$ cat config.mk
export PLATFORM = sky130hd
export DESIGN_NAME = wshb_arbiter
export DESIGN_NICKNAME = d
export VERILOG_FILES = /design/src/rtl/wshb_arb_pkg.sv /design/src/rtl/wshb_arbiter.sv
export SDC_FILE = /design/constraint.sdc
export NUM_CORES = 1
export LEC_CHECK = 0
export CORE_AREA = 2 2 92 94
export DETAILED_ROUTE_END_ITERATION = 8
export DIE_AREA = 0 0 94 96
export GPL_TIMING_DRIVEN = 0
export PLACE_DENSITY = 0.8
export SLEW_MARGIN = 40
export SYNTH_ARGS = -nofsm -noshare
export SYNTH_HDL_FRONTEND = slang
export SYNTH_SLANG_ARGS = --single-unit
$ cat constraint.sdc
create_clock -name clk -period 2.87 [get_ports clk]
set_input_delay 0.287 -clock clk [delete_from_list [all_inputs] [get_ports clk]]
set_output_delay 0.287 -clock clk [all_outputs]
set_load 0.01 [all_outputs]
$ cat src/rtl/wshb_arb_pkg.sv
// Shared types and Wishbone cycle-type codes for the two-master SDRAM arbiter.
package wshb_arb_pkg;

    typedef enum logic [1:0] {
        IDLE   = 2'd0,
        GNT0   = 2'd1,
        GNT1   = 2'd2,
        SWITCH = 2'd3
    } arb_state_t;

    localparam logic [2:0] CTI_CLASSIC = 3'b000;
    localparam logic [2:0] CTI_INCR    = 3'b010;
    localparam logic [2:0] CTI_END     = 3'b111;

    // A transfer or burst is over when its final beat is acknowledged.
    function automatic logic is_boundary(input logic ack, input logic [2:0] cti);
        return ack && ((cti == CTI_CLASSIC) || (cti == CTI_END));
    endfunction

endpackage

$ cat src/rtl/wshb_arbiter.sv
// Two-master Wishbone B4 arbiter: VGA reader (m1) has priority, the mire writer (m0) is
// protected from starvation by a bounded hold count. Owners change only at burst boundaries.
module wshb_arbiter
    import wshb_arb_pkg::*;
#(
    parameter int DW       = 16,
    parameter int AW       = 32,
    parameter int MAX_HOLD = 64
) (
    input  logic                          clk,
    input  logic                          rst,
    input  logic                          m0_cyc,
    input  logic                          m0_stb,
    input  logic                          m0_we,
    input  logic [AW-1:0]                 m0_adr,
    input  logic [DW-1:0]                 m0_dat,
    input  logic [DW/8-1:0]               m0_sel,
    input  logic [2:0]                    m0_cti,
    input  logic [1:0]                    m0_bte,
    output logic                          m0_ack,
    output logic [DW-1:0]                 m0_rdat,
    input  logic                          m1_cyc,
    input  logic                          m1_stb,
    input  logic                          m1_we,
    input  logic [AW-1:0]                 m1_adr,
    input  logic [DW-1:0]                 m1_dat,
    input  logic [DW/8-1:0]               m1_sel,
    input  logic [2:0]                    m1_cti,
    input  logic [1:0]                    m1_bte,
    output logic                          m1_ack,
    output logic [DW-1:0]                 m1_rdat,
    output logic                          s_cyc,
    output logic                          s_stb,
    output logic                          s_we,
    output logic [AW-1:0]                 s_adr,
    output logic [DW-1:0]                 s_dat,
    output logic [DW/8-1:0]               s_sel,
    output logic [2:0]                    s_cti,
    output logic [1:0]                    s_bte,
    input  logic                          s_ack,
    input  logic [DW-1:0]                 s_rdat,
    output logic [1:0]                    gnt,
    output logic [1:0]                    dbg_state,
    output logic [$clog2(MAX_HOLD+1)-1:0] dbg_hold
);

    localparam int HW = $clog2(MAX_HOLD + 1);
    localparam logic [HW-1:0] HOLD_SAT = HW'(MAX_HOLD);
    localparam logic [HW-1:0] HOLD_LIM = HW'(MAX_HOLD - 1);

    arb_state_t    state_q, state_d;
    logic          sw_tgt_q, sw_tgt_d;
    logic [HW-1:0] hold_q, hold_d;
    logic          bnd0, bnd1;

    assign bnd0 = is_boundary(s_ack, m0_cti);
    assign bnd1 = is_boundary(s_ack, m1_cti);

    always_ff @(posedge clk or negedge rst) begin
        if (!rst) begin
            state_q  <= IDLE;
            sw_tgt_q <= 1'b0;
            hold_q   <= '0;
        end else begin
            state_q  <= state_d;
            sw_tgt_q <= sw_tgt_d;
            hold_q   <= hold_d;
        end
    end

    // A dropped cyc hands over immediately; preemption goes through the SWITCH dead slot.
    always_comb begin
        state_d  = state_q;
        sw_tgt_d = sw_tgt_q;
        case (state_q)
            IDLE: begin
                if (m1_cyc)      state_d = GNT1;
                else if (m0_cyc) state_d = GNT0;
            end
            GNT0: begin
                if (!m0_cyc) begin
                    state_d = m1_cyc ? GNT1 : IDLE;
                end else if (bnd0 && m1_cyc) begin
                    state_d  = SWITCH;
                    sw_tgt_d = 1'b1;
                end
            end
            GNT1: begin
                if (!m1_cyc) begin
                    state_d = m0_cyc ? GNT0 : IDLE;
                end else if (bnd1 && m0_cyc && (hold_q >= HOLD_LIM)) begin
                    state_d  = SWITCH;
                    sw_tgt_d = 1'b0;
                end
            end
            SWITCH: begin
                if (sw_tgt_q ? m1_cyc : m0_cyc)      state_d = sw_tgt_q ? GNT1 : GNT0;
                else if (sw_tgt_q ? m0_cyc : m1_cyc) state_d = sw_tgt_q ? GNT0 : GNT1;
                else                                 state_d = IDLE;
            end
            default: state_d = IDLE;
        endcase
    end

    // Counts VGA acks taken while the writer waits; cleared whenever the writer gets in or the bus idles.
    always_comb begin
        hold_d = hold_q;
        if ((state_q == GNT1) && s_ack && m0_cyc && (hold_q != HOLD_SAT)) begin
            hold_d = hold_q + HW'(1);
        end
        if ((state_d == GNT0) || (state_d == IDLE)) begin
            hold_d = '0;
        end
    end

    always_comb begin
        s_cyc  = 1'b0;
        s_stb  = 1'b0;
        s_we   = 1'b0;
        s_adr  = '0;
        s_dat  = '0;
        s_sel  = '0;
        s_cti  = '0;
        s_bte  = '0;
        m0_ack = 1'b0;
        m1_ack = 1'b0;
        gnt    = 2'b00;
        case (state_q)
            GNT0: begin
                s_cyc  = m0_cyc;
                s_stb  = m0_stb;
                s_we   = m0_we;
                s_adr  = m0_adr;
                s_dat  = m0_dat;
                s_sel  = m0_sel;
                s_cti  = m0_cti;
                s_bte  = m0_bte;
                m0_ack = s_ack;
                gnt    = 2'b01;
            end
            GNT1: begin
                s_cyc  = m1_cyc;
                s_stb  = m1_stb;
                s_we   = m1_we;
                s_adr  = m1_adr;
                s_dat  = m1_dat;
                s_sel  = m1_sel;
                s_cti  = m1_cti;
                s_bte  = m1_bte;
                m1_ack = s_ack;
                gnt    = 2'b10;
            end
            default: ;
        endcase
    end

    assign m0_rdat   = s_rdat;
    assign m1_rdat   = s_rdat;
    assign dbg_state = state_q;
    assign dbg_hold  = hold_q;

endmodule

==> flow_summary.yaml <==
worst_setup_path:
  crit_fanout: 10
  crit_arrival_ns: 2.42
  endpoint_kind: "primary output"
  crit_buf_inv: 4
  cpPeakStageDelay_ns: 0.56
  worst_setup_path_start_kind: "register"
  path_class: "reg -> out"
  crit_chain: "inv_1, ha_1, buf_6, clkbuf_1, a22oi_1, nor2b_1, clkdlybuf4s50_1"
  crit_family: "buffers and inverters"
  required_ns: 2.58
  cp_slowest_cell: "clkdlybuf4s50_1"
logic_synthesis:
  ys_seq_area_share_pct: 13.11
  ys_warn_count: 0
  ys_seq_elements: 10
  synth.distinct_cells: 39
  ys.flop_type: "dfrtp_1"
  syn_inst: 256
  syn_area_sq_mm: 0.001908
  syn-num-nets: 397
  synth-edff-count: 0
  avgSynthCellArea_sq_um: 7.453
  synthArstFlopShare_pct: 100.0
cts:
  clock_latency_ns: 0.23
  clock-sinks: 10
  cts_tree: "yes"
  cts_made_buffers: 3
  htree_num_levels: 1
  clockBufferDepth: 2
  postCtsSetupBuffers: 0
  cts_root_buf: "clkbuf_8"
  clk_pin_slew_worst_paths_ns: 0.05
sta:
  tightest_slew_ns: 0.5292
  slew-limit-headroom_pct: 64.72
  rsz0062_at_grt: "yes"
  finalWorstSetupSlack_ns: 0.1654
  clock_skew_ns: 0.002138
  hold_violations: 0
  period_minus_slack_ns: 2.705
  fmax_ghz: 0.3697
  period_share_pct: 94.24
  maxSlewViolCount: 0
  setup_violations: 0
global_route:
  grt_pass1_wl_um: 12880
  grt_pass1_vias: 2528
  grtUsageTotal_pct: 17.72
  gr-total-overflow: 0
  antenna_found_initial: 0
  grt_max_degree: 14
floorplan:
  ios: 238
  fp.dieW_um: 94
  core_area_sq_mm: 0.008051
  die_h_um: 96
  start_util_pct: 23.70
  row_count: 33
  dieArea_sq_mm: 0.009024
placement:
  portBuffers: 220
  place_congestion: 0.8191
  place_ws_ns: 0.1159
  place_hpwl_um: 7668
final_layout:
  drive_gt1_share_pct: 12.11
  antenna_cells: 0
  layout.nets: 621
  fin_util_pct: 53.50
  areaGrowthSynthToFinish_pct: 125.8
status:
  outcome: "completed"
pwr:
  peakVddDrop_mv: 0.3705
  p_leak_nw: 1.579
  power.density_mw_per_mm2: 708.0
route:
  vias_per_cell: 4.699
  wl_per_cell_um: 15.65
  initialDrtViolationCount: 120
  totalWireLength_um: 9142
  drc: 0
  drt_pass1_iterations: 4
  vias: 2744
  antenna_left: 0
min_path:
  hold_class: "in -> async"
run:
  drv_cap: 0
## state kept, by name, summed over array words and instances (netlist names)
name,cells
dbg_hold,7
sw_tgt_q,1
dbg_state,2
## cell type report
class	count	area, sq um
plain buffers	53	349.1
clock buffers	4	55.05
fillers	722	3744
inverters	8	30.03
multi-input cells	184	1290
flip-flops and latches	10	250.2
well taps	105	131.4
repair buffers	220	2202
## per-layer routing
layer | vias to the layer above | global-route usage [%] | routed length (um)
li1 | 1337 | - | -
met1 | 1250 | 21.13 | 3538
met2 | 149 | 32.80 | 4787
met3 | 8 | 3.681 | 745
met4 | 0 | 3.623 | 70
met5 | - | 0 | 0
## metrics by stage
stage               instance area, sq um  std cells  hold WS (ns)  power, mW  setup TNS, ns
floorplan                           1908        256     -0.008591      1.571              0
global placement                    4242        581        0.5926      2.824              0
detailed placement                  4242        581        0.5888      2.857              0
CTS                                 4295        584        0.3826      3.043              0
global route                        4308        584        0.4053      3.275      -0.001282
finish                              4308        584        0.3729      3.050              0
## cell usage in the layout, fill, tap and decap left out, drive strengths merged, types with 2 or more instances in the layout
cell type	n
or3	2
buf	39
a21oi	13
nand4	3
xnor2	5
ha	6
nor2b	57
dfrtp	10
mux2i	3
clkdlybuf4s50	220
nor3	2
nand2	8
inv	8
nor2	5
a22oi	58
and2	2
nand3	5
clkbuf	18
a21boi	3
## cell usage after synthesis (2+ instances only)
cell | number | area share, %
nor2b_1 | 57 | 19
xnor2_1 | 5 | 2.3
nand2_1 | 8 | 1.6
nand4_1 | 3 | 0.98
nor3_1 | 2 | 0.52
nand3_1 | 4 | 1.0
a21boi_0 | 2 | 0.79
buf_4 | 33 | 13
nor2_1 | 5 | 0.98
ha_1 | 6 | 3.9
clkbuf_1 | 10 | 2.0
a22oi_1 | 57 | 22
buf_1 | 5 | 0.98
dfrtp_1 | 10 | 13
mux2i_1 | 3 | 1.6
buf_2 | 5 | 1.3
inv_1 | 8 | 1.6
a21oi_1 | 11 | 2.9
a21oi_2 | 2 | 0.92
## where the power goes
part	switching (mW)	total, mW	internal, mW
Combinational	1.23	2.69	1.46
Clock	0.0518	0.172	0.120
Sequential	0.0330	0.191	0.158
## repair_timing
item,in CTS,in global routing
gates resized for setup,2,8
hold buffers,0,0
endpoints found under the setup margin,30,56
gates cloned,0,0
## cells by family (layout without fill, tap and decap cells)
group	Yosys count	after routing	synth area share, %
XOR/XNOR	5	5	2.295
AO/OA/AOI/OAI	85	85	33.31
multiplexers	3	3	1.574
flip-flops	10	10	13.11
AND/OR/NAND/NOR	85	85	26.36
buffers and inverters	62	285	19.41
adder cells (fa/ha/maj)	6	6	3.934
## final timing paths
check | startpoint | to | slack, ns | cells past startpoint
min | rst | dbg_hold[5] | 0.37 | 1
min reg2reg | dbg_hold[5] | dbg_hold[5] | 0.62 | 2
max | dbg_state[1] | s_adr[17] | 0.17 | 7
max reg2reg | dbg_state[1] | dbg_hold[4] | 0.97 | 7
min in group clk | m1_cyc | dbg_state[1] | 0.44 | 3
max in group asynchronous | rst | dbg_state[0] | 2.18 | 1
No activity file was read; power rests on OpenSTA's default activity.
